===== config.mk =====
export PLATFORM = sky130hd
export DESIGN_NAME = pool_stream_max
export DESIGN_NICKNAME = d
export VERILOG_FILES = /design/src/rtl/pool_stream_max.sv
export SDC_FILE = /design/constraint.sdc
export NUM_CORES = 1
export LEC_CHECK = 0
export ABC_AREA = 0
export CAP_MARGIN = 20
export CORE_MARGIN = 1
export CORE_UTILIZATION = 45
export DETAILED_ROUTE_END_ITERATION = 16
export DONT_BUFFER_PORTS = 1
export PLACE_DENSITY = 0.61
export SLEW_MARGIN = 10
export SYNTH_ARGS = -nofsm -noshare
export SYNTH_HDL_FRONTEND = slang
export SYNTH_SLANG_ARGS = --single-unit

===== constraint.sdc =====
create_clock -name clk -period 2.8 [get_ports clk]
set_input_delay 0.7 -clock clk [delete_from_list [all_inputs] [get_ports clk]]
set_output_delay 0.7 -clock clk [all_outputs]
set_load 0.05 [all_outputs]

===== src/rtl/pool_stream_max.sv =====
// rtl/pool_stream_max.sv - multi-channel streaming max/min pooling over fixed-size windows
// Window result is registered once per WIN accepted beats and held under backpressure.
module pool_stream_max #(
    parameter int DATA_W = 8,
    parameter int CH     = 4,
    parameter int WIN    = 4,
    parameter int SIGNED = 1
) (
    input  logic                 clk,
    input  logic                 rst_n,
    input  logic [CH*DATA_W-1:0] in_data,
    input  logic                 in_valid,
    output logic                 in_ready,
    input  logic                 mode,
    input  logic                 flush,
    output logic [CH*DATA_W-1:0] out_data,
    output logic                 out_valid,
    input  logic                 out_ready,
    output logic [7:0]           win_cnt
);
    localparam logic [7:0] LAST_CNT = 8'(WIN - 1);

    logic [CH*DATA_W-1:0] acc_q, acc_d;
    logic [CH*DATA_W-1:0] out_data_q, out_data_d;
    logic [CH*DATA_W-1:0] pooled;
    logic                 out_valid_q, out_valid_d;
    logic                 mode_q, mode_d;
    logic [7:0]           cnt_q, cnt_d;
    logic                 beat, first_beat, last_beat;

    // True when cand should replace cur for the given pooling direction.
    function automatic logic better(input logic [DATA_W-1:0] cand,
                                    input logic [DATA_W-1:0] cur,
                                    input logic              min_mode);
        logic gt, lt;
        if (SIGNED != 0) begin
            gt = $signed(cand) > $signed(cur);
            lt = $signed(cand) < $signed(cur);
        end else begin
            gt = cand > cur;
            lt = cand < cur;
        end
        return min_mode ? lt : gt;
    endfunction

    always_comb begin
        in_ready   = !out_valid_q || out_ready;
        beat       = in_valid && in_ready && !flush;
        first_beat = (cnt_q == 8'd0);
        last_beat  = beat && (cnt_q == LAST_CNT);

        pooled = acc_q;
        for (int k = 0; k < CH; k++) begin
            if (first_beat || better(in_data[k*DATA_W +: DATA_W],
                                     acc_q[k*DATA_W +: DATA_W], mode_q)) begin
                pooled[k*DATA_W +: DATA_W] = in_data[k*DATA_W +: DATA_W];
            end
        end

        acc_d  = beat ? pooled : acc_q;
        mode_d = (beat && first_beat) ? mode : mode_q;

        cnt_d = cnt_q;
        if (flush) begin
            cnt_d = 8'd0;
        end else if (beat) begin
            cnt_d = last_beat ? 8'd0 : cnt_q + 8'd1;
        end

        // A completing beat reloads the output even while the old result is being consumed.
        out_data_d  = last_beat ? pooled : out_data_q;
        out_valid_d = out_valid_q;
        if (last_beat) begin
            out_valid_d = 1'b1;
        end else if (out_valid_q && out_ready) begin
            out_valid_d = 1'b0;
        end
    end

    always_ff @(posedge clk or negedge rst_n) begin
        if (!rst_n) begin
            acc_q       <= '0;
            out_data_q  <= '0;
            out_valid_q <= 1'b0;
            mode_q      <= 1'b0;
            cnt_q       <= 8'd0;
        end else begin
            acc_q       <= acc_d;
            out_data_q  <= out_data_d;
            out_valid_q <= out_valid_d;
            mode_q      <= mode_d;
            cnt_q       <= cnt_d;
        end
    end

    assign out_data  = out_data_q;
    assign out_valid = out_valid_q;
    assign win_cnt   = cnt_q;
endmodule


==> flow_metrics.py <==
metrics = {
    "run_status": {
        "status": "finished with violations",
        "failed_checks": "DRC",
    },
    "critical_path": {
        "crit_top_cell": "mux2i_1",
        "cp_max_fo": 8,
        "r2r_start": "acc_q[23]",
        "reg2reg_setup_slack_ns": 0.25,
        "reg2reg_to": "out_data[17]",
        "worstSetupStartpointType": "register",
        "slowest_stage": "dfrtp_1",
        "path_cells": "inv_1 -> ha_1 -> and4_1 -> a221oi_1 -> nand3b_1 -> mux2i_1 -> mux2i_4 -> buf_4 -> mux2i_1 -> a21oi_1",
        "critical_path_required_ns": 3.02,
        "ff2ff_path_depth": 10,
        "worst_setup_path_end_kind": "register",
        "critPathKind": "register to register",
        "cpPeakStageDelay_ns": 0.37,
        "cp.arrival_ns": 2.77,
    },
    "yosys": {
        "ys_async_sr_fraction_pct": 100,
        "synth_top_area_cell": "dfrtp_1",
        "synthTopCellsByArea": "dfrtp_1 44%, ha_1 10%, mux2i_1 8.6%",
        "yosys_warnings": 0,
        "synth_most_common_cell": "dfrtp_1",
        "synth_top_area_share_pct": 44.2,
        "synth_edf_count": 0,
        "ys_seq_area_share_pct": 44.2,
        "synth_area_um2": 4190,
        "synth.distinct_cells": 41,
        "synth_common_cells": "74 x dfrtp_1, 42 x a21oi_1, 42 x nor2_1",
        "ys_ff_latch": 74,
        "synth_fp_nets": 460,
        "syn_inst": 388,
        "syn_area_per_cell_um2": 10.8,
        "ys.flop_type": "dfrtp_1",
    },
    "route": {
        "dr.pass1.iters": 10,
        "num_vias": 2837,
        "post_drt_wl_per_cell_um": 15.4,
        "wl_met1_um": 3760,
        "ant_nets": 0,
        "top_layer_used": "met4",
        "dr_wl_met2_um": 3620,
        "routed-wl-met3_um": 457,
        "wl_um": 7980,
        "dr.first_iter.drc_count": 59,
        "viasPerCell": 5.46,
        "drcViolationCount": 4,
    },
    "finish": {
        "fillers": 826,
        "layout-drive-gt1-share_pct": 19.7,
        "nets": 479,
        "n_antenna_cell": 0,
        "multi_input_area_um2": 2170,
        "area_delta_synth_final_pct": 10.7,
        "ff_latch_area_um2": 1850,
        "fin_cells": 520,
    },
    "timing": {
        "rsz0062_at_grt": "false",
        "layout_min_cycle_time_ns": 2.55,
        "finalSetupViolations": 0,
        "fin_setup_tns_ns": 0,
        "post-route-period-util_pct": 90.9,
        "worst_pin_slew_ns": 0.539,
        "skew_ns": 0.0129,
        "relSlewSlack_pct": 64.1,
        "hold_slack_ns": 0.0303,
        "fmax_mhz": 393,
        "finalHoldViolCount": 0,
        "setup_ws_ns": 0.254,
        "drv_slew": 0,
    },
    "floorplanning": {
        "die_area_um2": 9710,
        "num_rows": 34,
        "io_pins": 80,
        "die_h_um": 98.5,
        "die_w_um": 98.5,
        "design.core.area_um2": 8890,
        "start_util_pct": 47.2,
    },
    "power": {
        "pwr_density_cell_nw_per_um2": 871,
        "finalPower_mw": 4.04,
        "peakVddDrop_uv": 355,
        "power.leakage_nw": 2.18,
    },
    "cts": {
        "cts-root-buf": "clkbuf_8",
        "path_clk_slew_ns": 0.09,
        "cts_sinks": 74,
        "tritoncts": "yes",
        "cts_buffer_depth": 2,
        "clk_latency_ns": 0.35,
        "cts_buffers": 9,
        "ctsResizeCount": 0,
        "cts_setup_buffers": 0,
        "cts_htree_levels": 3,
        "ctsHoldBuffers": 0,
    },
    "run": {
        "cap_violations": 0,
    },
    "global_route": {
        "grt_pass1_wl_um": 13500,
        "track_usage_pct": 17.7,
        "antenna_found_initial": 0,
        "grt_max_degree": 75,
        "overflow": 0,
        "grt_pass1_vias": 2851,
    },
    "placement": {
        "io_buffers": 0,
        "place_worst_setup_slack_ns": -0.0334,
        "dpl.hpwl_um": 5740,
        "gp_congestion": 0.762,
        "dp_cells": 504,
    },
    "min_path": {
        "min_path_type": "primary input to asynchronous set/reset pin",
    },
}
-- cell families after synthesis --
kind of cell	share of synthesized area [%]
mux	19.2
simple gates	11.1
buf+inv	4.60
compound gates	10.3
flops	44.2
fa+ha+maj	10.1
xor+xnor	0.418
-- worst max-delay path: cells and delay by family (launching register included) --
kind	cells	cell delay, ns
mux	3	0.63
fa+ha+maj	1	0.33
flops	1	0.37
simple gates	2	0.36
compound gates	2	0.44
buf+inv	2	0.29
-- worst max-delay path by stage --
stage	slack [ns]	start	cells after the start	to
floorplan	0.03	in_data[31]	8	acc_q[24]
global placement	0.02	in_data[31]	9	out_data[29]
detailed placement	-0.03	in_data[23]	9	out_data[23]
CTS	0.24	acc_q[23]	10	out_data[21]
global route	0.1	acc_q[23]	10	out_data[18]
finish	0.25	acc_q[23]	10	out_data[17]
-- state kept, by name, indices dropped and copies added, names as in the netlist --
name	count
out_data	32
acc_q	32
mode_q	1
win_cnt	8
out_valid	1
-- power by group --
group / internal, mW / total, mW / switching (mW) / leakage (nW)
registers: 1.35 / 2.06 / 0.714 / 0.909
logic: 0.598 / 1.12 / 0.520 / 1.17
clock network: 0.456 / 0.861 / 0.405 / 0.105
total: 2.40 / 4.04 / 1.64 / 2.18
-- metal layers --
metal | track usage [%] | vias up
li1 | - | 1413
met1 | 22.6 | 1356
met2 | 28.2 | 57
met3 | 5.18 | 11
met4 | 7.58 | 0
met5 | 0 | -
-- cell type report --
cell class / instances / area share (%)
multi-input cells: 266 / 46.6
clock buffers: 11 / 3.26
clock inverters: 5 / 1.13
inverters: 39 / 3.15
repair buffers: 17 / 3.02
well taps: 108 / 2.91
flip-flops and latches: 74 / 39.9
-- cells in the final DEF (no fill, tap or decap), drive strengths merged, types with 2 or more instances in the layout --
| master | count |
|---|---|
| mux2i | 38 |
| inv | 39 |
| a211oi | 2 |
| and2 | 2 |
| a21o | 4 |
| o21a | 2 |
| o21ai | 9 |
| a21oi | 42 |
| a221oi | 2 |
| clkinv | 3 |
| o2111ai | 2 |
| nand4 | 4 |
| nor3 | 2 |
| and3 | 4 |
| o221a | 2 |
| buf | 17 |
| nor2 | 46 |
| and4 | 4 |
| dfrtp | 74 |
| nand2 | 9 |
| mux2 | 33 |
| nor2b | 4 |
| o211ai | 4 |
| nand3b | 2 |
| clkbuf | 11 |
| o22ai | 2 |
| ha | 34 |
| nand3 | 5 |
-- stage by stage --
| step | instance area, um^2 | util [%] |
|---|---|---|
| global route | 4640 | 52.2 |
| global placement | 4440 | 49.9 |
| detailed placement | 4440 | 49.9 |
| floorplan | 4190 | - |
| finish | 4640 | 52.2 |
| CTS | 4640 | 52.2 |
No activity file was read; power rests on OpenSTA's default activity.
